File: src/rtl/uart_ctrl_pkg.sv
// Shared definitions for the UART control slice.
//   - tx_arb_state_t : state encoding of the TX write-port arbiter
//   - UART_DATA_W    : default byte width written to the TX buffer
//   - ascii_code_t   : ASCII constants shared with the dec/ascii converters
//   - ascii_hex_digit: nibble -> ASCII hex character
//   - even_parity    : even parity bit of one byte
package uart_ctrl_pkg;

  typedef enum logic [1:0] {
    IDLE  = 2'd0,
    WRITE = 2'd1,
    GAP   = 2'd2
  } tx_arb_state_t;

  localparam int UART_DATA_W = 8;

  typedef enum logic [7:0] {
    ASCII_LF    = 8'h0A,
    ASCII_CR    = 8'h0D,
    ASCII_SPACE = 8'h20,
    ASCII_ZERO  = 8'h30,
    ASCII_A     = 8'h41
  } ascii_code_t;

  // Upper-case hex character for one nibble.
  function automatic logic [7:0] ascii_hex_digit(input logic [3:0] nib);
    logic [7:0] res;
    if (nib < 4'd10) begin
      res = 8'(ASCII_ZERO) + {4'h0, nib};
    end else begin
      res = 8'(ASCII_A) + {4'h0, nib} - 8'd10;
    end
    return res;
  endfunction

  // Even parity over one byte.
  function automatic logic even_parity(input logic [7:0] b);
    return ^b;
  endfunction

endpackage

File: src/rtl/rr_pick.sv
// Combinational round-robin picker.
// Scans req starting one position above base, wrapping modulo N, and returns
// the first set request.
//   req    in  N   request vector
//   base   in  IW  index of the previous winner (scan starts at base+1)
//   onehot out N   one-hot winner, all zero when no request
//   idx    out IW  encoded winner, zero when no request
//   any    out 1   at least one request present
module rr_pick #(
  parameter int N  = 3,
  parameter int IW = (N > 1) ? $clog2(N) : 1
) (
  input  logic [N-1:0]  req,
  input  logic [IW-1:0] base,
  output logic [N-1:0]  onehot,
  output logic [IW-1:0] idx,
  output logic          any
);

  int            cand_s;
  logic [IW-1:0] cand_idx_s;
  logic          found_s;

  // Rotating priority scan; the modulo keeps out-of-range base values safe.
  always_comb begin
    onehot     = '0;
    idx        = '0;
    found_s    = 1'b0;
    cand_s     = 0;
    cand_idx_s = '0;
    for (int k = 1; k <= N; k++) begin
      cand_s     = (int'(base) + k) % N;
      cand_idx_s = IW'(cand_s);
      if (req[cand_idx_s] && !found_s) begin
        onehot[cand_idx_s] = 1'b1;
        idx                = cand_idx_s;
        found_s            = 1'b1;
      end else begin
        found_s = found_s;
      end
    end
    any = |req;
  end

endmodule

File: src/rtl/uart_tx_arbiter.sv
// Shares the UART TX-buffer write port between N_REQ requesters.
// Round-robin grant, one write per arbitration, followed by GAP_CYCLES idle
// cycles so tx_buf_not_full reflects the write before the next decision.
//   clk             in  1             system clock
//   rst_n           in  1             async active-low reset
//   en              in  1             arbitration enable
//   req             in  N_REQ         level requests, held until gnt
//   req_data        in  N_REQ*DATA_W  byte of requester i at [i*DATA_W +: DATA_W]
//   gnt             out N_REQ         one-hot 1-cycle ack, coincident with tx_write
//   tx_buf_not_full in  1             TX buffer has room
//   tx_write        out 1             1-cycle write strobe
//   tx_send_data    out DATA_W        byte written; holds after the write
//   busy            out 1             high while in WRITE or GAP
//   last_gnt_idx    out $clog2(N_REQ) index of the most recent grant
module uart_tx_arbiter
  import uart_ctrl_pkg::*;
#(
  parameter int N_REQ      = 3,
  parameter int DATA_W     = UART_DATA_W,
  parameter int GAP_CYCLES = 2
) (
  input  logic                      clk,
  input  logic                      rst_n,
  input  logic                      en,
  input  logic [N_REQ-1:0]          req,
  input  logic [N_REQ*DATA_W-1:0]   req_data,
  output logic [N_REQ-1:0]          gnt,
  input  logic                      tx_buf_not_full,
  output logic                      tx_write,
  output logic [DATA_W-1:0]         tx_send_data,
  output logic                      busy,
  output logic [$clog2(N_REQ)-1:0]  last_gnt_idx
);

  localparam int IW = $clog2(N_REQ);
  localparam int CW = (GAP_CYCLES > 1) ? $clog2(GAP_CYCLES) : 1;
  localparam logic [CW-1:0] CNT_ONE   = CW'(32'd1);
  localparam logic [CW-1:0] CNT_ZERO  = CW'(32'd0);
  localparam logic [CW-1:0] CNT_LOAD  = CW'(GAP_CYCLES - 1);
  localparam logic [IW-1:0] IDX_RESET = IW'(N_REQ - 1);

  tx_arb_state_t     state_r;
  logic [CW-1:0]     cnt_r;

  logic [N_REQ-1:0]  pick_onehot_s;
  logic [IW-1:0]     pick_idx_s;
  logic              pick_any_s;
  logic [DATA_W-1:0] pick_data_s;
  logic              start_s;

  rr_pick #(
    .N  (N_REQ),
    .IW (IW)
  ) u_rr_pick (
    .req    (req),
    .base   (last_gnt_idx),
    .onehot (pick_onehot_s),
    .idx    (pick_idx_s),
    .any    (pick_any_s)
  );

  // AND-OR mux of the winning requester's byte (onehot is zero or one-hot).
  always_comb begin
    pick_data_s = '0;
    for (int i = 0; i < N_REQ; i++) begin
      pick_data_s = pick_data_s |
                    (req_data[i*DATA_W +: DATA_W] & {DATA_W{pick_onehot_s[i]}});
    end
  end

  // A new write may start only from IDLE with room in the buffer.
  always_comb begin
    if (state_r == IDLE) begin
      start_s = en & tx_buf_not_full & pick_any_s;
    end else begin
      start_s = 1'b0;
    end
  end

  // Arbiter FSM with all outputs registered.
  always_ff @(posedge clk or negedge rst_n) begin
    if (!rst_n) begin
      state_r      <= IDLE;
      cnt_r        <= CNT_ZERO;
      gnt          <= '0;
      tx_write     <= 1'b0;
      tx_send_data <= '0;
      busy         <= 1'b0;
      last_gnt_idx <= IDX_RESET;
    end else begin
      case (state_r)
        IDLE: begin
          if (start_s) begin
            tx_write     <= 1'b1;
            gnt          <= pick_onehot_s;
            tx_send_data <= pick_data_s;
            last_gnt_idx <= pick_idx_s;
            busy         <= 1'b1;
            state_r      <= WRITE;
          end else begin
            tx_write <= 1'b0;
            gnt      <= '0;
            busy     <= 1'b0;
          end
        end
        WRITE: begin
          // Strobe lasts one cycle; the buffer flag is ignored from here on.
          tx_write <= 1'b0;
          gnt      <= '0;
          busy     <= 1'b1;
          cnt_r    <= CNT_LOAD;
          state_r  <= GAP;
        end
        GAP: begin
          tx_write <= 1'b0;
          gnt      <= '0;
          if (cnt_r == CNT_ZERO) begin
            busy    <= 1'b0;
            state_r <= IDLE;
          end else begin
            busy  <= 1'b1;
            cnt_r <= cnt_r - CNT_ONE;
          end
        end
        default: begin
          tx_write <= 1'b0;
          gnt      <= '0;
          busy     <= 1'b0;
          cnt_r    <= CNT_ZERO;
          state_r  <= IDLE;
        end
      endcase
    end
  end

endmodule
File: config.mk
export PLATFORM = sky130hd
export DESIGN_NAME = uart_tx_arbiter
export DESIGN_NICKNAME = d
export VERILOG_FILES = /design/src/rtl/uart_ctrl_pkg.sv /design/src/rtl/rr_pick.sv /design/src/rtl/uart_tx_arbiter.sv
export SDC_FILE = /design/constraint.sdc
export NUM_CORES = 1
export LEC_CHECK = 0
export ABC_AREA = 1
export CORE_AREA = 2 2 68 70
export CTS_CLUSTER_DIAMETER = 40
export CTS_CLUSTER_SIZE = 25
export DETAILED_ROUTE_END_ITERATION = 10
export DIE_AREA = 0 0 70 72
export GPL_ROUTABILITY_DRIVEN = 0
export HOLD_SLACK_MARGIN = 0.15
export MAX_ROUTING_LAYER = met4
export SLEW_MARGIN = 20
export SYNTH_ARGS = -nofsm -noshare
export SYNTH_HDL_FRONTEND = slang
export SYNTH_SLANG_ARGS = --single-unit
export TNS_END_PERCENT = 50
File: constraint.sdc
create_clock -name clk -period 1.6 [get_ports clk]
set_clock_uncertainty 0.1 [all_clocks]
set_input_delay 0.32 -clock clk [delete_from_list [all_inputs] [get_ports clk]]
set_output_delay 0.32 -clock clk [all_outputs]
set_load 0.02 [all_outputs]
==> summary.md <==
| Metric | Value |
|---|---|
| Maximum resistive drop on vdd | 0.793 mV |
| Syn. warnings | 0 |
| Violated checks | negative setup slack |
| Skew-Pair Late Insertion Delay | roughly 0.25 ns |
| Seq/Total Area, Yosys | a little under two fifths |
| FMAX | 527 MHz |
| Die Width | 70 um |
| Final setup viols | 14 |
| Initial antenna violation count | 0 |
| Final WS setup | -0.297 ns |
| Max_cap viols | 0 |
| Crit end category | flop |
| Fillers | ~410 |
| Vias in the first global route | 1,263 |
| Clock root buffer | clkbuf_8 |
| H-Tree Depth | 1 |
| RSZ-0062 raised after global routing | yes |
| GR Overflow Total | 0 |
| Total power | about 4.2 mW |
| Post-synthesis cell type count | 26 |
| Dpl hpwl | between 2000 and 2500 um |
| Die Y | 72 um |
| Largest net degree at the start of global routing | 19 |
| Final Max Tran Viols | 0 |
| Drt via density | between 4 and 5 |
| Antenna cells | 0 |
| Final wirelength | approximately 3400 um |
| Worst R2R Setup Slack | -0.30 ns |
| Leading cell type in the layout, fill and taps excluded | clkdlybuf4s50_1 |
| Mapped Area | 0.00123 mm2 |
| Worst setup startpoint | last_gnt_idx[1] |
| Largest family of logic cells by synthesized area | simple AND/OR/NAND/NOR gates |
| Synth Area in XOR/XNOR | 0% |
| CTS max path bufs | 2 |
| I/O pin count | 46 |
| Syn-to-layout area delta | 78.6% |
| Power Density | 1900 mW/mm2 |
| Final hold viol count | 0 |
| Yosys reg bits | 18 |
| Initial Util | 28.9% |
| DR pass1 iterations | 4 |
| Reg2Reg Depth | 7 |
| WL/cell | around 12 um |
| Post-synth ARST share | 100% |
| Actual slew at the worst max-slew pin | 0.245 ns |
| Avg Cell Area, Syn | between 7 and 8 um2 |
| Tightest Hold Check Type | in2async |
| Post-synthesis compound-gate area fraction | around 7.8% |
| Area leader, netlist | dfrtp_1 |
| Worst reg2reg endpoint | tx_send_data[7] |
| First-pass GRT wire length | 5400 um |
| Row cnt | 24 |
| Nets | 270 |
| Top FF cell, synth | dfrtp_1 |
| Startpoint Class | flop |
| Crit-path max FO | 8 |
| Synth area leaders | dfrtp_1, nand3_1, nand2_1 |
| Final period util | 119% |
| Initial DRC count | 46 |
| Slew HR | 83.6% |
| Post-synthesis simple-gate area fraction | a little under two fifths |
| Port bufs | between 40 and 50 |
| Share of the synthesized area in the top cell type | approximately a third |
| # clock sinks | 18 |
| Total CTS buffers | 3 |
| Share of cells above drive strength 1 | 37.6% |
| Core area | 0.00426 mm2 |
| DRC | 0 |
| Reg2Reg Launch Point | last_gnt_idx[1] |
| Crit path required time | 1.64 ns |
| Post-synth EDFFs | 0 |
| Post-synthesis mux area share | 0% |
| Syn nets | roughly 200 |
| Crit path kind | reg2reg |
| Gate Count Post-Synth | roughly 160 |
| Arrival @ worst endpoint | 1.94 ns |
| Routed via count | 1,338 |
| Hold Worst Slack | around 0.3 ns |
| Post-route ant nets | 0 |
| Final min period | 1.90 ns |
| Adder-cell share of the synthesized area | 4.07% |
| Hold Buf Count CTS | 0 |
| Clock Pin Slew Worst Setup and Hold Paths | 0.07 ns |
| GR Util All Layers | 13.6% |
| CTS tree | yes |
| Leak | roughly 1.1 nW |
| Die ar. | 0.00504 mm2 |
| Most frequent cells in the layout | clkdlybuf4s50_1, buf_4, nand3_1 |
| Status | finished, violations left |
-- cells by family after synthesis --
kind of cell | Yosys count
AND/OR/NAND/NOR | 87
buffers and inverters | 36
flip-flops | 18
AO/OA/AOI/OAI | 17
adder cells (fa/ha/maj) | 4
-- sequential cells by signal, indices dropped and copies added, names as in the netlist --
register,flops
gnt,3
last_gnt_idx,2
tx_write,1
tx_send_data,8
state_r,2
cnt_r,1
busy,1
-- synth_stat cells, types with 2 or more instances --
| library cell | instances |
|---|---|
| nand2_1 | 25 |
| inv_4 | 2 |
| buf_2 | 2 |
| nand2_4 | 5 |
| nand2_2 | 4 |
| a21oi_1 | 11 |
| o21ai_0 | 2 |
| nand3_1 | 33 |
| nor2_1 | 11 |
| inv_2 | 5 |
| dfrtp_1 | 17 |
| inv_1 | 24 |
| ha_1 | 4 |
| nand3b_1 | 2 |
| nand3_4 | 2 |
| o21ai_1 | 2 |
| buf_6 | 2 |
-- layer usage --
metal	track usage, %	up-vias	share of wire (%)
met1	17.5	629	44
li1	-	664	-
met3	3.19	4	5.9
met4	2.99	0	1.0
met2	21.9	41	49
met5	-	-	0
-- critical path: stages (launching register included) --
cell	delay (ns)
dfstp_2	0.59
ha_4	0.26
buf_6	0.15
buf_6	0.12
a31oi_4	0.21
nand2_8	0.13
a21oi_4	0.16
nand3_2	0.06
-- final cells by class --
| cell class | instances | area, um2 | share of cell area (%) |
|---|---|---|---|
| Multi-Input combinational cell | 109 | 856 | 38.9 |
| Inverter | 31 | 124 | 5.63 |
| Timing Repair Buffer | 72 | 656 | 29.8 |
| Tap cell | 52 | 65.1 | 2.96 |
| Clock buffer | 4 | 45.0 | 2.05 |
| Sequential cell | 18 | 453 | 20.6 |
-- stage by stage --
step                area (um2)  TNS, ns  setup WS [ns]  instances  utilization [%]
finish                    2200    -3.48         -0.297        286             51.6
global route              2200    -4.65         -0.391        286             51.6
CTS                       1970    -2.96         -0.261        283             46.2
detailed placement        1910    -3.90         -0.317        277             44.8
global placement          1910    -3.65         -0.317        277             44.8
floorplan                 1260    -2.44         -0.228        162                -
-- report_power, final --
group / switching (mW) / leakage, nW / internal [mW]
clock network: 0.147 / 0.0228 / 0.177
logic: 1.84 / 0.877 / 1.30
registers: 0.0959 / 0.230 / 0.630
total: 2.08 / 1.13 / 2.11
-- worst max path at each step --
stage	to	slack [ns]	cells past startpoint
2_1_floorplan	tx_send_data[0]	-0.23	8
3_3_place_gp	tx_send_data[5]	-0.32	9
3_5_place_dp	tx_send_data[5]	-0.32	9
4_1_cts	last_gnt_idx[0]	-0.26	11
5_1_grt	last_gnt_idx[1]	-0.39	8
6_report	tx_send_data[7]	-0.30	7
-- repair_timing --
action	CTS	global route
gates cloned	1	0
pin swaps	0	11
endpoints found under the setup margin	26	17
gates resized for setup	18	44
buffers inserted	1	3
Note: power is estimated with default switching activity, not from simulation.
